## config.mk

```make
export PLATFORM = sky130hd
export DESIGN_NAME = reg_bank_dbuf
export DESIGN_NICKNAME = d
export VERILOG_FILES = /design/src/rtl/reg_bank_dbuf.sv
export SDC_FILE = /design/constraint.sdc
export NUM_CORES = 1
export LEC_CHECK = 0
export BUFFER_PORTS_ARGS = -buffer_cell sky130_fd_sc_hd__buf_2
export CORE_MARGIN = 2
export CORE_UTILIZATION = 55
export CTS_CLUSTER_DIAMETER = 30
export DETAILED_ROUTE_END_ITERATION = 8
export PLACE_DENSITY_LB_ADDON = 0.25
export SYNTH_ARGS = -nofsm -noshare
export SYNTH_HDL_FRONTEND = slang
export SYNTH_SLANG_ARGS = --single-unit
```

## constraint.sdc

```tcl
create_clock -name clock -period 1.4 [get_ports clock]
set_clock_uncertainty 0.05 [all_clocks]
set_input_delay 0.28 -clock clock [delete_from_list [all_inputs] [get_ports clock]]
set_output_delay 0.28 -clock clock [all_outputs]
set_load 0.05 [all_outputs]
```

## src/rtl/reg_bank_dbuf.sv

```systemverilog
// Byte-enabled, double-buffered register bank: the bus writes shadow registers,
// and a commit pulse copies all of them into the active registers that drive q.
module reg_bank_dbuf #(
    parameter int                DATA_W    = 32,
    parameter int                NUM_REGS  = 4,
    parameter int                ADDR_W    = 2,
    parameter logic [DATA_W-1:0] RESET_VAL = '0
) (
    input  logic                       clock,
    input  logic                       reset,
    input  logic [ADDR_W-1:0]          address,
    input  logic                       write,
    input  logic                       read,
    input  logic [DATA_W/8-1:0]        byteenable,
    input  logic [DATA_W-1:0]          writedata,
    output logic [DATA_W-1:0]          readdata,
    output logic                       readdatavalid,
    input  logic                       commit,
    output logic [NUM_REGS*DATA_W-1:0] q,
    output logic                       pending,
    output logic                       error
);
    localparam int              NUM_LANES   = DATA_W / 8;
    // One extra bit so the range check can never wrap, even when 2**ADDR_W == NUM_REGS.
    localparam logic [ADDR_W:0] LP_NUM_REGS = (ADDR_W + 1)'(NUM_REGS);

    logic [DATA_W-1:0] r_shadow [NUM_REGS];
    logic [DATA_W-1:0] r_active [NUM_REGS];
    logic [DATA_W-1:0] r_readdata;
    logic              r_readdatavalid;
    logic              r_pending;
    logic              r_error;

    logic              w_in_range;
    logic              w_wr_ok;
    logic [DATA_W-1:0] w_wr_mask;
    logic [DATA_W-1:0] w_rd_word;

    assign w_in_range = ({1'b0, address} < LP_NUM_REGS);
    assign w_wr_ok    = write && w_in_range;

    always_comb begin
        w_wr_mask = '0;
        for (int i = 0; i < NUM_LANES; i++) begin
            w_wr_mask[8*i +: 8] = {8{byteenable[i]}};
        end
    end

    // Out-of-range addresses match no register, so the mux naturally yields zero.
    always_comb begin
        w_rd_word = '0;
        for (int k = 0; k < NUM_REGS; k++) begin
            if (address == ADDR_W'(k)) begin
                w_rd_word = r_shadow[k];
            end
        end
    end

    // NOTE: all sequential state uses non-blocking assignments, so the commit copy
    // sees pre-edge shadow values even when a write lands on the same edge.
    always_ff @(posedge clock or negedge reset) begin
        if (!reset) begin
            // NOTE: the register array is small and visible on q, so every entry is
            // reset explicitly rather than left for software to initialise.
            for (int k = 0; k < NUM_REGS; k++) begin
                r_shadow[k] <= RESET_VAL;
                r_active[k] <= RESET_VAL;
            end
            r_readdata      <= '0;
            r_readdatavalid <= 1'b0;
            r_pending       <= 1'b0;
            r_error         <= 1'b0;
        end else begin
            for (int k = 0; k < NUM_REGS; k++) begin
                if (commit) begin
                    r_active[k] <= r_shadow[k];
                end
                if (w_wr_ok && (address == ADDR_W'(k))) begin
                    r_shadow[k] <= (r_shadow[k] & ~w_wr_mask) | (writedata & w_wr_mask);
                end
            end

            r_readdatavalid <= read;
            if (read) begin
                r_readdata <= w_rd_word;
            end

            // A landing write wins over a same-cycle commit: the new data is not yet active.
            if (w_wr_ok) begin
                r_pending <= 1'b1;
            end else if (commit) begin
                r_pending <= 1'b0;
            end

            if ((read || write) && !w_in_range) begin
                r_error <= 1'b1;
            end
        end
    end

    for (genvar g = 0; g < NUM_REGS; g++) begin : g_q
        assign q[g*DATA_W +: DATA_W] = r_active[g];
    end

    assign readdata      = r_readdata;
    assign readdatavalid = r_readdatavalid;
    assign pending       = r_pending;
    assign error         = r_error;

endmodule

```

# Yosys cells after proc, flatten, opt, wreduce, memory -nomap -nowiden
# Cells that the tools add are included.
# word_totals
regBits,290
out_inout_bits,163
inputBits,43
elab_cells,36
# op_classes
mux,6
eq_ne,3
reduce_logical,6
n_bitwise,10
# op_table
op,n
bitwise AND 32 bit,5
2-to-1 mux 32 bit,4
bitwise OR 32 bit,4
NOT 32 bit,1
equality test 2 bit (second input constant),2
logical AND 1 bit,4
equality test 2 x 1 -> 1 bit (second input constant),1
zero test 2 bit,1
2-to-1 mux 1 bit,2
nonzero test 2 bit,1

# Longest topological paths before layout
# logic_depth
depth_word,5
mapped_depth,5

# Worst setup path before layout
# No wires, ideal clock.
# synth_timing
kind,in2reg
startpoint,in address[1]
endpoint,reg (tool-made name)
arrival_ps,1151
cell_stages,4
slack_ps,74
setup_time_ps,125
cell_sequence,buf_4 and4bb_2 buf_4 mux2_2
# synth_rtl
item,line_no,rtl
"start, declared",11,"input logic [ADDR_W-1:0] address,"

# Worst setup path after layout
# layout_timing
startpoint,reg r_active (netlist bit q[38])
endpoint,out q[38]
# layout_rtl
item,line_no,rtl
"start, declared",28,logic [DATA_W-1:0] r_active [NUM_REGS];
"start signal, assigned by index",76,r_active[k] <= r_shadow[k];
"end, declared",19,"output logic [NUM_REGS*DATA_W-1:0] q,"
# No word-level cell between the ends.

==> impl_metrics.yaml <==
route:
  routed-via-count: 7966
  wl_per_cell_um: 21.8
  first_pass_iters: 4
  drt_iter0_markers: 265
  antenna_left: 0
  viasPerCell: 5.56
  drt-total-wl_um: 31300
  drc: 0
synth:
  ys_seq_area_frac: 0.609
  synth_fp_nets: 779
  synth_top_area_share: 0.609
  netlist_top_cells_area: "dfrtp_1 (61%), mux2_2 (23%), mux2i_1 (5.4%)"
  ys_types: 19
  synthCells: 736
  syn_area_mm2: 0.0119
  synth.avg_cell_area_um2: 16.2
  yosys_warnings: 0
  ys_ff_latch: 290
  yosysTopAreaCell: "dfrtp_1"
clocking:
  cts_made_buffers: 52
  ctsRootBufferMaster: "clkbuf_16"
  clk_pin_slew_ps: 50
  clock_path_buffers: 3
  clock-sinks: 290
  htreeDepth: 2
  worstSkewPairLatency_ps: 540
  cts_tree: "done"
grt:
  grt_start_max_net_pins: 60
  grt_pass1_wl_um: 48400
  grt_overflow: 0
  track_usage: 0.275
  antenna_found_initial: 4
  grt_pass1_vias: 8680
die:
  fp.dieArea_mm2: 0.0229
  start_util: 0.564
  core_mm2: 0.0212
  fp-row-count: 53
  io_pins: 206
  fp.dieH_um: 151
  die_x_um: 151
hold_path:
  hp-class: "input pin to flop"
sta:
  setup_ws_ps: -78.4
  drv_slew: 0
  setup_violations: 154
  max_freq_ghz: 0.676
  fin_crit_sh: 1.06
  hold_violations: 0
  fin_tns_setup_ps: -3190
  rsz0062_at_grt: "yes"
  period_needed_ps: 1480
layout:
  area_growth_syn_to_layout_pct: 44.9
  finalNonFillerCells: 1432
  final_core_util: 0.817
  final_cell_mix: "dfrtp_1 (290), mux2_2 (248), buf_6 (162)"
  mostFrequentLayoutCell: "dfrtp_1"
  num-nets-final: 1160
  drive_above_1_share: 0.603
worst_setup_path:
  critical_path.endpoint_type: "output pin"
  path_cells: "buf_6"
  slowest_stage: "dfrtp_1"
  startpoint_type: "flop"
  r2r_slack_ps: 240
  crit_buf_inv: 1
  path_max_fanout: 2
  crit_arrival_ps: 1150
  critical_path_class: "flop to output pin"
  critPathMaxStageDelay_ps: 420
  path_delay_family: "flip-flops"
  required_ps: 1070
job:
  cap_violations: 0
run_status:
  violations: "setup timing"
  status: "finished, violations left"
placed_design:
  post-place-ws_ps: -165
  hpwl_um: 17800
  placed_cells: 1229
  routabilityCongestion: 0.757
  portBuffers: 204
power_and_ir_drop:
  peakVddDrop_uv: 1780
  cellPowerDensity_mw_per_mm2: 2060
  leakagePower_nw: 8.13
  total_power_mw: 35.6
-- through the flow --
| stage | area [um2] | hold slack, ps |
|---|---|---|
| floorplan | 11900 | -65.6 |
| global placement | 13700 | 101 |
| detailed placement | 13700 | 98.4 |
| CTS | 17000 | 4.47 |
| global route | 17300 | 0.927 |
| finish | 17300 | 21.4 |
-- report_power, final --
| part | switching (mW) | internal [mW] | total [mW] |
|---|---|---|---|
| Clock | 4.20 | 7.83 | 12.0 |
| Sequential | 1.77 | 10.4 | 12.2 |
| Combinational | 6.44 | 4.95 | 11.4 |
-- path summary, 6_finish.rpt --
check	from	end	cells past startpoint
worst max-delay path	q[38]	q[38]	1
worst min-delay path	writedata[21]	flop	2
worst max register to register	q[38]	q[38]	3
worst min register to register	pending	pending	1
max in group asynchronous	reset	q[1]	3
min in group asynchronous	reset	q[60]	2
-- cell families after synthesis --
family / Yosys count / synth area share
other cells: 1 / 0.000315
buf+inv: 42 / 0.0232
compound gates: 33 / 0.0242
mux: 320 / 0.298
simple gates: 50 / 0.0455
flops: 290 / 0.609
-- layout make-up --
| type | instances | area (um2) |
|---|---|---|
| sequential | 290 | 7260 |
| multi-input combinational | 404 | 4390 |
| fill | 1037 | 3880 |
| timing repair buffer | 368 | 3570 |
| clock buffer | 66 | 1450 |
| tap | 275 | 344 |
| clock inverter | 25 | 250 |
| antenna | 3 | 7.51 |
| inverter | 1 | 3.75 |
-- synthesized netlist by cell type --
master,n
dfrtp_1,290
buf_6,4
conb_1,1
nand2b_1,32
nand4_4,4
mux2_2,248
inv_1,1
clkbuf_1,4
buf_4,13
nand4b_4,8
nand2b_4,1
mux2i_1,64
buf_2,19
a21o_2,1
mux2_4,8
buf_12,1
nand2_1,1
and4bb_2,4
o221ai_1,32
-- metal layers --
layer,global-route usage,vias to the layer above,part of all wire
met4,0.103,2,0.027
met1,0.352,4126,0.40
met2,0.460,282,0.51
li1,-,3478,-
met5,0,-,0.00026
met3,0.0645,78,0.057
-- repair_timing --
action	in CTS	in global routing
buffers inserted	42	35
hold buffers	32	0
resized for setup	324	0
pin swaps	0	0
hold endpoints to repair	394	0
endpoints found under the setup margin	162	162
(Power assumes the default switching activity.)
